**src/rtl/ddr3_bank_scheduler.sv**
```systemverilog
// Multi-bank DDR3 command sequencer: open-row tracking, PRE/ACT/RD/WR/REF with tRCD/tRP/tRFC spacing.
// Optional DDR3_AUTO_REFRESH_EN adds an internal T_REFI interval counter feeding the refresh request.
module ddr3_bank_scheduler #(
    parameter int unsigned NUM_BANKS = 8,
    parameter int unsigned ROW_W     = 15,
    parameter int unsigned COL_W     = 10,
    parameter int unsigned T_RCD     = 5,
    parameter int unsigned T_RP      = 5,
    parameter int unsigned T_RFC     = 10,
    parameter int unsigned T_REFI    = 780,
    localparam int unsigned BA_W     = (NUM_BANKS > 1) ? $clog2(NUM_BANKS) : 1
) (
    input  logic                 clk_i,
    input  logic                 rst_ni,
    input  logic                 req_valid_i,
    output logic                 req_ready_o,
    input  logic                 req_write_i,
    input  logic [BA_W-1:0]      req_bank_i,
    input  logic [ROW_W-1:0]     req_row_i,
    input  logic [COL_W-1:0]     req_col_i,
    input  logic                 ref_req_i,
    output logic                 ref_ack_o,
    output logic                 cs_o,
    output logic                 ras_o,
    output logic                 cas_o,
    output logic                 we_o,
    output logic [ROW_W-1:0]     addr_o,
    output logic [BA_W-1:0]      ba_o,
    output logic                 cmd_rd_o,
    output logic                 cmd_wr_o,
    output logic [NUM_BANKS-1:0] bank_open_o
);

    localparam int unsigned CNT_W = 16;
    localparam logic [3:0] CMD_NOP = 4'b0111;
    localparam logic [3:0] CMD_ACT = 4'b0011;
    localparam logic [3:0] CMD_RD  = 4'b0101;
    localparam logic [3:0] CMD_WR  = 4'b0100;
    localparam logic [3:0] CMD_PRE = 4'b0010;
    localparam logic [3:0] CMD_REF = 4'b0001;

    if ((T_RCD < 1) || (T_RP < 1) || (T_RFC < 1) || (T_REFI < 1) || (ROW_W < 11) || (COL_W > 10)) begin : g_param_check
        $error("ddr3_bank_scheduler: illegal parameter combination");
    end

    typedef enum logic [3:0] {
        S_IDLE, S_PRE, S_WAIT_RP, S_ACT, S_WAIT_RCD,
        S_RDWR, S_PREALL, S_WAIT_RPA, S_REF, S_WAIT_RFC
    } state_e;

    state_e               state_q, state_d;
    logic [CNT_W-1:0]     cnt_q, cnt_d;
    logic [3:0]           cmd_q, cmd_d;
    logic [ROW_W-1:0]     addr_q, addr_d;
    logic [BA_W-1:0]      ba_q, ba_d;
    logic                 ref_ack_q, ref_ack_d;
    logic                 rd_q, rd_d;
    logic                 wr_q, wr_d;
    logic [NUM_BANKS-1:0] open_q, open_d;
    logic [ROW_W-1:0]     row_q [NUM_BANKS];
    logic [ROW_W-1:0]     row_d [NUM_BANKS];
    logic                 ref_pend_q, ref_pend_d;
    logic                 wr_req_q, wr_req_d;
    logic [BA_W-1:0]      bank_q, bank_d;
    logic [ROW_W-1:0]     rrow_q, rrow_d;
    logic [COL_W-1:0]     col_q, col_d;
    logic                 do_act, do_rw, do_ref;
    logic                 refi_hit;

    // Next state and registered pin values; WAIT_* states issue their follow-on command on the zero count.
    always_comb begin
        state_d   = state_q;
        cnt_d     = (cnt_q != '0) ? cnt_q - CNT_W'(1) : '0;
        cmd_d     = CMD_NOP;
        addr_d    = '0;
        ba_d      = '0;
        ref_ack_d = 1'b0;
        rd_d      = 1'b0;
        wr_d      = 1'b0;
        open_d    = open_q;
        row_d     = row_q;
        wr_req_d  = wr_req_q;
        bank_d    = bank_q;
        rrow_d    = rrow_q;
        col_d     = col_q;
        do_act    = 1'b0;
        do_rw     = 1'b0;
        do_ref    = 1'b0;

        unique case (state_q)
            S_IDLE: begin
                if (ref_pend_q) begin
                    state_d = (|open_q) ? S_PREALL : S_REF;
                end else if (req_valid_i) begin
                    wr_req_d = req_write_i;
                    bank_d   = req_bank_i;
                    rrow_d   = req_row_i;
                    col_d    = req_col_i;
                    if (open_q[req_bank_i] && (row_q[req_bank_i] == req_row_i)) begin
                        state_d = S_RDWR;
                    end else if (open_q[req_bank_i]) begin
                        state_d = S_PRE;
                    end else begin
                        state_d = S_ACT;
                    end
                end
            end
            S_PRE: begin
                cmd_d          = CMD_PRE;
                ba_d           = bank_q;
                open_d[bank_q] = 1'b0;
                cnt_d          = CNT_W'(T_RP - 1);
                state_d        = S_WAIT_RP;
            end
            S_WAIT_RP:  do_act = (cnt_q == '0);
            S_ACT:      do_act = 1'b1;
            S_WAIT_RCD: do_rw  = (cnt_q == '0);
            S_RDWR:     do_rw  = 1'b1;
            S_PREALL: begin
                cmd_d      = CMD_PRE;
                addr_d[10] = 1'b1;
                open_d     = '0;
                cnt_d      = CNT_W'(T_RP - 1);
                state_d    = S_WAIT_RPA;
            end
            S_WAIT_RPA: do_ref = (cnt_q == '0);
            S_REF:      do_ref = 1'b1;
            S_WAIT_RFC: begin
                if (cnt_q == '0) begin
                    state_d = S_IDLE;
                end
            end
            default: state_d = S_IDLE;
        endcase

        if (do_act) begin
            cmd_d          = CMD_ACT;
            addr_d         = rrow_q;
            ba_d           = bank_q;
            open_d[bank_q] = 1'b1;
            row_d[bank_q]  = rrow_q;
            cnt_d          = CNT_W'(T_RCD - 1);
            state_d        = S_WAIT_RCD;
        end
        if (do_rw) begin
            cmd_d   = wr_req_q ? CMD_WR : CMD_RD;
            addr_d  = ROW_W'(col_q);
            ba_d    = bank_q;
            rd_d    = !wr_req_q;
            wr_d    = wr_req_q;
            state_d = S_IDLE;
        end
        if (do_ref) begin
            cmd_d     = CMD_REF;
            ref_ack_d = 1'b1;
            cnt_d     = CNT_W'(T_RFC - 1);
            state_d   = S_WAIT_RFC;
        end

        // Requests arriving while a refresh is already pending are absorbed.
        ref_pend_d = do_ref ? 1'b0 : (ref_pend_q | ref_req_i | refi_hit);
    end

`ifdef DDR3_AUTO_REFRESH_EN
    logic [CNT_W-1:0] refi_q, refi_d;

    // Refresh interval timer, restarted whenever a REF goes out.
    always_comb begin
        refi_d = refi_q;
        if (do_ref) begin
            refi_d = CNT_W'(T_REFI);
        end else if (refi_q != '0) begin
            refi_d = refi_q - CNT_W'(1);
        end
    end

    always_ff @(posedge clk_i or negedge rst_ni) begin
        if (!rst_ni) begin
            refi_q <= CNT_W'(T_REFI);
        end else begin
            refi_q <= refi_d;
        end
    end

    assign refi_hit = (refi_q == '0);
`else
    assign refi_hit = 1'b0;
`endif

    always_ff @(posedge clk_i or negedge rst_ni) begin
        if (!rst_ni) begin
            state_q    <= S_IDLE;
            cnt_q      <= '0;
            cmd_q      <= CMD_NOP;
            addr_q     <= '0;
            ba_q       <= '0;
            ref_ack_q  <= 1'b0;
            rd_q       <= 1'b0;
            wr_q       <= 1'b0;
            open_q     <= '0;
            row_q      <= '{default: '0};
            ref_pend_q <= 1'b0;
            wr_req_q   <= 1'b0;
            bank_q     <= '0;
            rrow_q     <= '0;
            col_q      <= '0;
        end else begin
            state_q    <= state_d;
            cnt_q      <= cnt_d;
            cmd_q      <= cmd_d;
            addr_q     <= addr_d;
            ba_q       <= ba_d;
            ref_ack_q  <= ref_ack_d;
            rd_q       <= rd_d;
            wr_q       <= wr_d;
            open_q     <= open_d;
            row_q      <= row_d;
            ref_pend_q <= ref_pend_d;
            wr_req_q   <= wr_req_d;
            bank_q     <= bank_d;
            rrow_q     <= rrow_d;
            col_q      <= col_d;
        end
    end

    assign req_ready_o              = rst_ni && (state_q == S_IDLE) && !ref_pend_q;
    assign {cs_o, ras_o, cas_o, we_o} = cmd_q;
    assign addr_o                   = addr_q;
    assign ba_o                     = ba_q;
    assign ref_ack_o                = ref_ack_q;
    assign cmd_rd_o                 = rd_q;
    assign cmd_wr_o                 = wr_q;
    assign bank_open_o              = open_q;

endmodule
```
**config.mk**
```make
export PLATFORM = sky130hd
export DESIGN_NAME = ddr3_bank_scheduler
export DESIGN_NICKNAME = d
export VERILOG_FILES = /design/src/rtl/ddr3_bank_scheduler.sv
export SDC_FILE = /design/constraint.sdc
export NUM_CORES = 1
export LEC_CHECK = 0
export CORE_MARGIN = 8
export CORE_UTILIZATION = 55
export CTS_CLUSTER_DIAMETER = 80
export DETAILED_ROUTE_END_ITERATION = 7
export GPL_TIMING_DRIVEN = 0
export PLACE_DENSITY_LB_ADDON = 0.15
export RECOVER_POWER = 25
export SLEW_MARGIN = 40
export SYNTH_ARGS = -nofsm -noshare
export SYNTH_HDL_FRONTEND = slang
export SYNTH_SLANG_ARGS = --single-unit
```
**constraint.sdc**
```tcl
create_clock -name clk_i -period 5.05 [get_ports clk_i]
set_clock_uncertainty 0.2 [all_clocks]
set_input_delay 1.01 -clock clk_i [delete_from_list [all_inputs] [get_ports clk_i]]
set_output_delay 1.01 -clock clk_i [all_outputs]
set_load 0.01 [all_outputs]
```
==> impl_metrics.csv <==
group,metric,value,unit
clocking,post_cts_buffers,0,
clocking,clock_latency,500,ps
clocking,h-tree-depth,1,
clocking,cts_buffers,22,
clocking,cts_buffer_depth,3,
timing,rsz0062_at_grt,"false",
route,drtPass1Iterations,5,
finish,post-route-cell-area,0.0110,mm2
critical_path,crit_path_start,"req_bank_i[2]",
route,drt_iter0_markers,367,
critical_path,endpoint_kind,"flop",
job,cap_violations,1,
floorplan,dieWidth,146,um
logic_synthesis,yosysWarnings,0,
route,drc,0,
timing,setup_viol,0,
logic_synthesis,async_flop_share,1.00,
power_and_ir_drop,p_leak,5.18,nW
place,gp_congestion,0.846,
logic_synthesis,synth_seq_cells,202,
logic_synthesis,syn_nets,708,
timing,fin_crit_sh,0.797,
clocking,cts_root_buf,"clkbuf_16",
logic_synthesis,synth-seq-area-share,0.541,
timing,slew_viol_final,75,
run_status,violations,"capacitance limit, slew limit",
floorplan,dieHeight,146,um
place,dpl.hpwl,14.8,mm
critical_path,worstPathCellList,"clkdlybuf4s50_1 -> clkbuf_1 -> clkbuf_2 -> mux4_2 -> nand2_1 -> nand2_1 -> xor2_1 -> nor4_1 -> a41o_1 -> a22oi_1 -> nor2_1",
power_and_ir_drop,p_per_area,569,mW/mm2
critical_path,cp_slowest_cell,"clkbuf_1",
place,port_buffers,63,
critical_path,worstRegToRegCells,10,
global_routing,grt_pass1_wl,34.9,mm
floorplan,start_util,0.564,
finish,post-route-util,0.665,
place,dpl_cell_area,0.0103,mm2
timing,setup_tns,0,ps
logic_synthesis,synth_enable_flop_cells,0,
timing,worst_pin_slew,1890,ps
clocking,clock-sinks,202,
critical_path,critPathTopFamily,"buffers and inverters",
critical_path,rrSetupSlack,1620,ps
clocking,holdBufCountCts,0,
clocking,cts_resized,0,
finish,syn2layout_area_growth,17.9,%
logic_synthesis,avgSynthCellArea,13.9,um2
global_routing,globalRoute.totalOverflow,0,
route,wl_per_cell,21.8,um
route,antenna_left,0,
finish,diodes,0,
route,routed_wl,21.8,mm
logic_synthesis,syn_inst,674,
global_routing,grt_pass1_vias,6157,
floorplan,core-area,0.0166,mm2
critical_path,worstPathRequired,5280,ps
clocking,clk_pin_slew,60,ps
min_path,hold_class,"primary input to asynchronous set/reset pin",
logic_synthesis,synth_ff_type,"dfrtp_1",
floorplan,io-pin-count,67,
critical_path,worstPathMaxFanout,10,
global_routing,antenna_found_initial,0,
timing,slew_headroom,-0.258,
finish,nets,797,
logic_synthesis,syn_area,0.00935,mm2
timing,fin_crit,4030,ps
critical_path,criticalPathCategory,"primary input to flop",
timing,hold_viol,0,
global_routing,gr-usage-all-layers,0.206,
floorplan,num_rows,47,
global_routing,grt_max_degree,76,
critical_path,worstSetupStartpointType,"primary input",
clocking,cts_tree,"built",
route,vias_per_cell,5.80,
critical_path,reg2reg_to,"row_q[119]$_DFFE_PN0P_",
power_and_ir_drop,ir_worst_vdd,0.286,mV
critical_path,reg2reg_from,"cnt_q[0]$_DFF_PN0_",
logic_synthesis,synthDistinctLibCells,59,
critical_path,arrival,4260,ps
run_status,status,"finished, violations left",
critical_path,critPathMaxStageDelay,610,ps
timing,max_clock_freq,248,MHz
finish,drive_gt1_frac,0.345,
finish,final_cells,999,
place,dp.cells,959,
floorplan,die_area,0.0214,mm2
critical_path,cpMostUsedCell,"nand2_1",
route,vias,5797,
critical_path,critPathBufInv,3,
metrics by stage:
step	total power [mW]	hold slack, ps	setup WS [ps]
3_5_place_dp	4.72	283	593
5_1_grt	6.63	246	946
2_1_floorplan	4.05	220	1680
4_1_cts	6.31	233	1070
3_3_place_gp	4.59	269	-5110
6_report	6.28	211	1020
state kept, by name (all words and copies together), names as in the netlist, 3 cells and up:
register,flops
bank_q,3
rrow_q,15
cmd_q,3
col_q,10
ba_o,3
cnt_q,16
addr_o,15
row_q,120
bank_open_o,8
state_q,4
cells by family after synthesis:
family / count (synthesis) / synth area share
XOR/XNOR: 28 / 0.0262
other: 1 / 0.000401
buffers and inverters: 57 / 0.0332
adder cells (fa/ha/maj): 1 / 0.00134
AO/OA/AOI/OAI: 51 / 0.0372
multiplexers: 186 / 0.269
flip-flops: 202 / 0.541
AND/OR/NAND/NOR: 148 / 0.0915
cell usage in the layout, fill, tap and decap left out, types with 4 or more instances in the layout:
cell	count
clkdlybuf4s50_1	62
nor2_1	31
nor3_1	10
xnor2_1	10
nand2b_1	17
dfrtp_1	199
a21o_1	6
a22o_1	10
clkbuf_1	22
nor3_4	5
nor4_1	9
clkbuf_2	15
clkbuf_16	23
nor2b_1	7
mux2_2	131
and2_1	7
xor2_1	18
buf_2	10
a21oi_1	12
clkinv_2	4
nand2_1	36
mux2i_1	5
mux4_2	32
clkbuf_8	4
buf_1	6
mux2_4	18
inv_1	4
o21ai_0	11
cells in the mapped netlist (all sizes together) (2+ instances only):
library cell | number | area share
nand4 | 2 | 0.0027
mux2 | 149 | 0.19
and2 | 7 | 0.0047
xor2 | 18 | 0.017
clkbuf | 30 | 0.014
o21ai | 12 | 0.0064
nor3 | 15 | 0.014
nor2b | 7 | 0.0047
nor4 | 11 | 0.0080
nand2b | 17 | 0.011
dfstp | 3 | 0.0084
mux4 | 32 | 0.077
mux2i | 5 | 0.0054
a21o | 6 | 0.0048
o21bai | 2 | 0.0016
buf | 23 | 0.018
nand3b | 3 | 0.0024
nand2 | 36 | 0.014
a22o | 10 | 0.0094
xnor2 | 10 | 0.0094
dfrtp | 199 | 0.53
or3 | 4 | 0.0033
a21oi | 12 | 0.0064
or4 | 2 | 0.0020
or2b | 2 | 0.0016
inv | 4 | 0.0016
a31oi | 4 | 0.0043
nand3 | 4 | 0.0040
nor2 | 31 | 0.012
worst max-delay path by stage:
stage,end,slack (ps),depth (start not counted)
3_3_place_gp,row_q[47]$_DFFE_PN0P_,-5110,1
6_report,state_q[2]$_DFFE_PN0P_,1020,11
5_1_grt,state_q[2]$_DFFE_PN0P_,950,11
3_5_place_dp,state_q[2]$_DFFE_PN0P_,590,11
2_1_floorplan,state_q[2]$_DFFE_PN0P_,1680,11
4_1_cts,state_q[2]$_DFFE_PN0P_,1070,11
layer usage:
layer  global-route usage  routed length, um
met5                    0                  0
met4               0.0757                677
met3               0.0448               1190
met2                0.342              10700
met1                0.260               9190
report_power, final:
part	total, mW	internal [mW]	switching [mW]
clock	1.57	0.946	0.627
combinational	2.13	1.10	1.03
sequential	2.57	2.24	0.334
total	6.28	4.28	1.99
cell type report:
cell class	count	area, um2
timing repair buffer	65	668
fill	1230	5560
inverter	4	15.0
sequential	202	5060
tap	220	275
multi-input combinational	415	3990
buffer	53	300
clock inverter	6	58.8
clock buffer	34	657
Note: power is estimated with default switching activity, not from simulation.
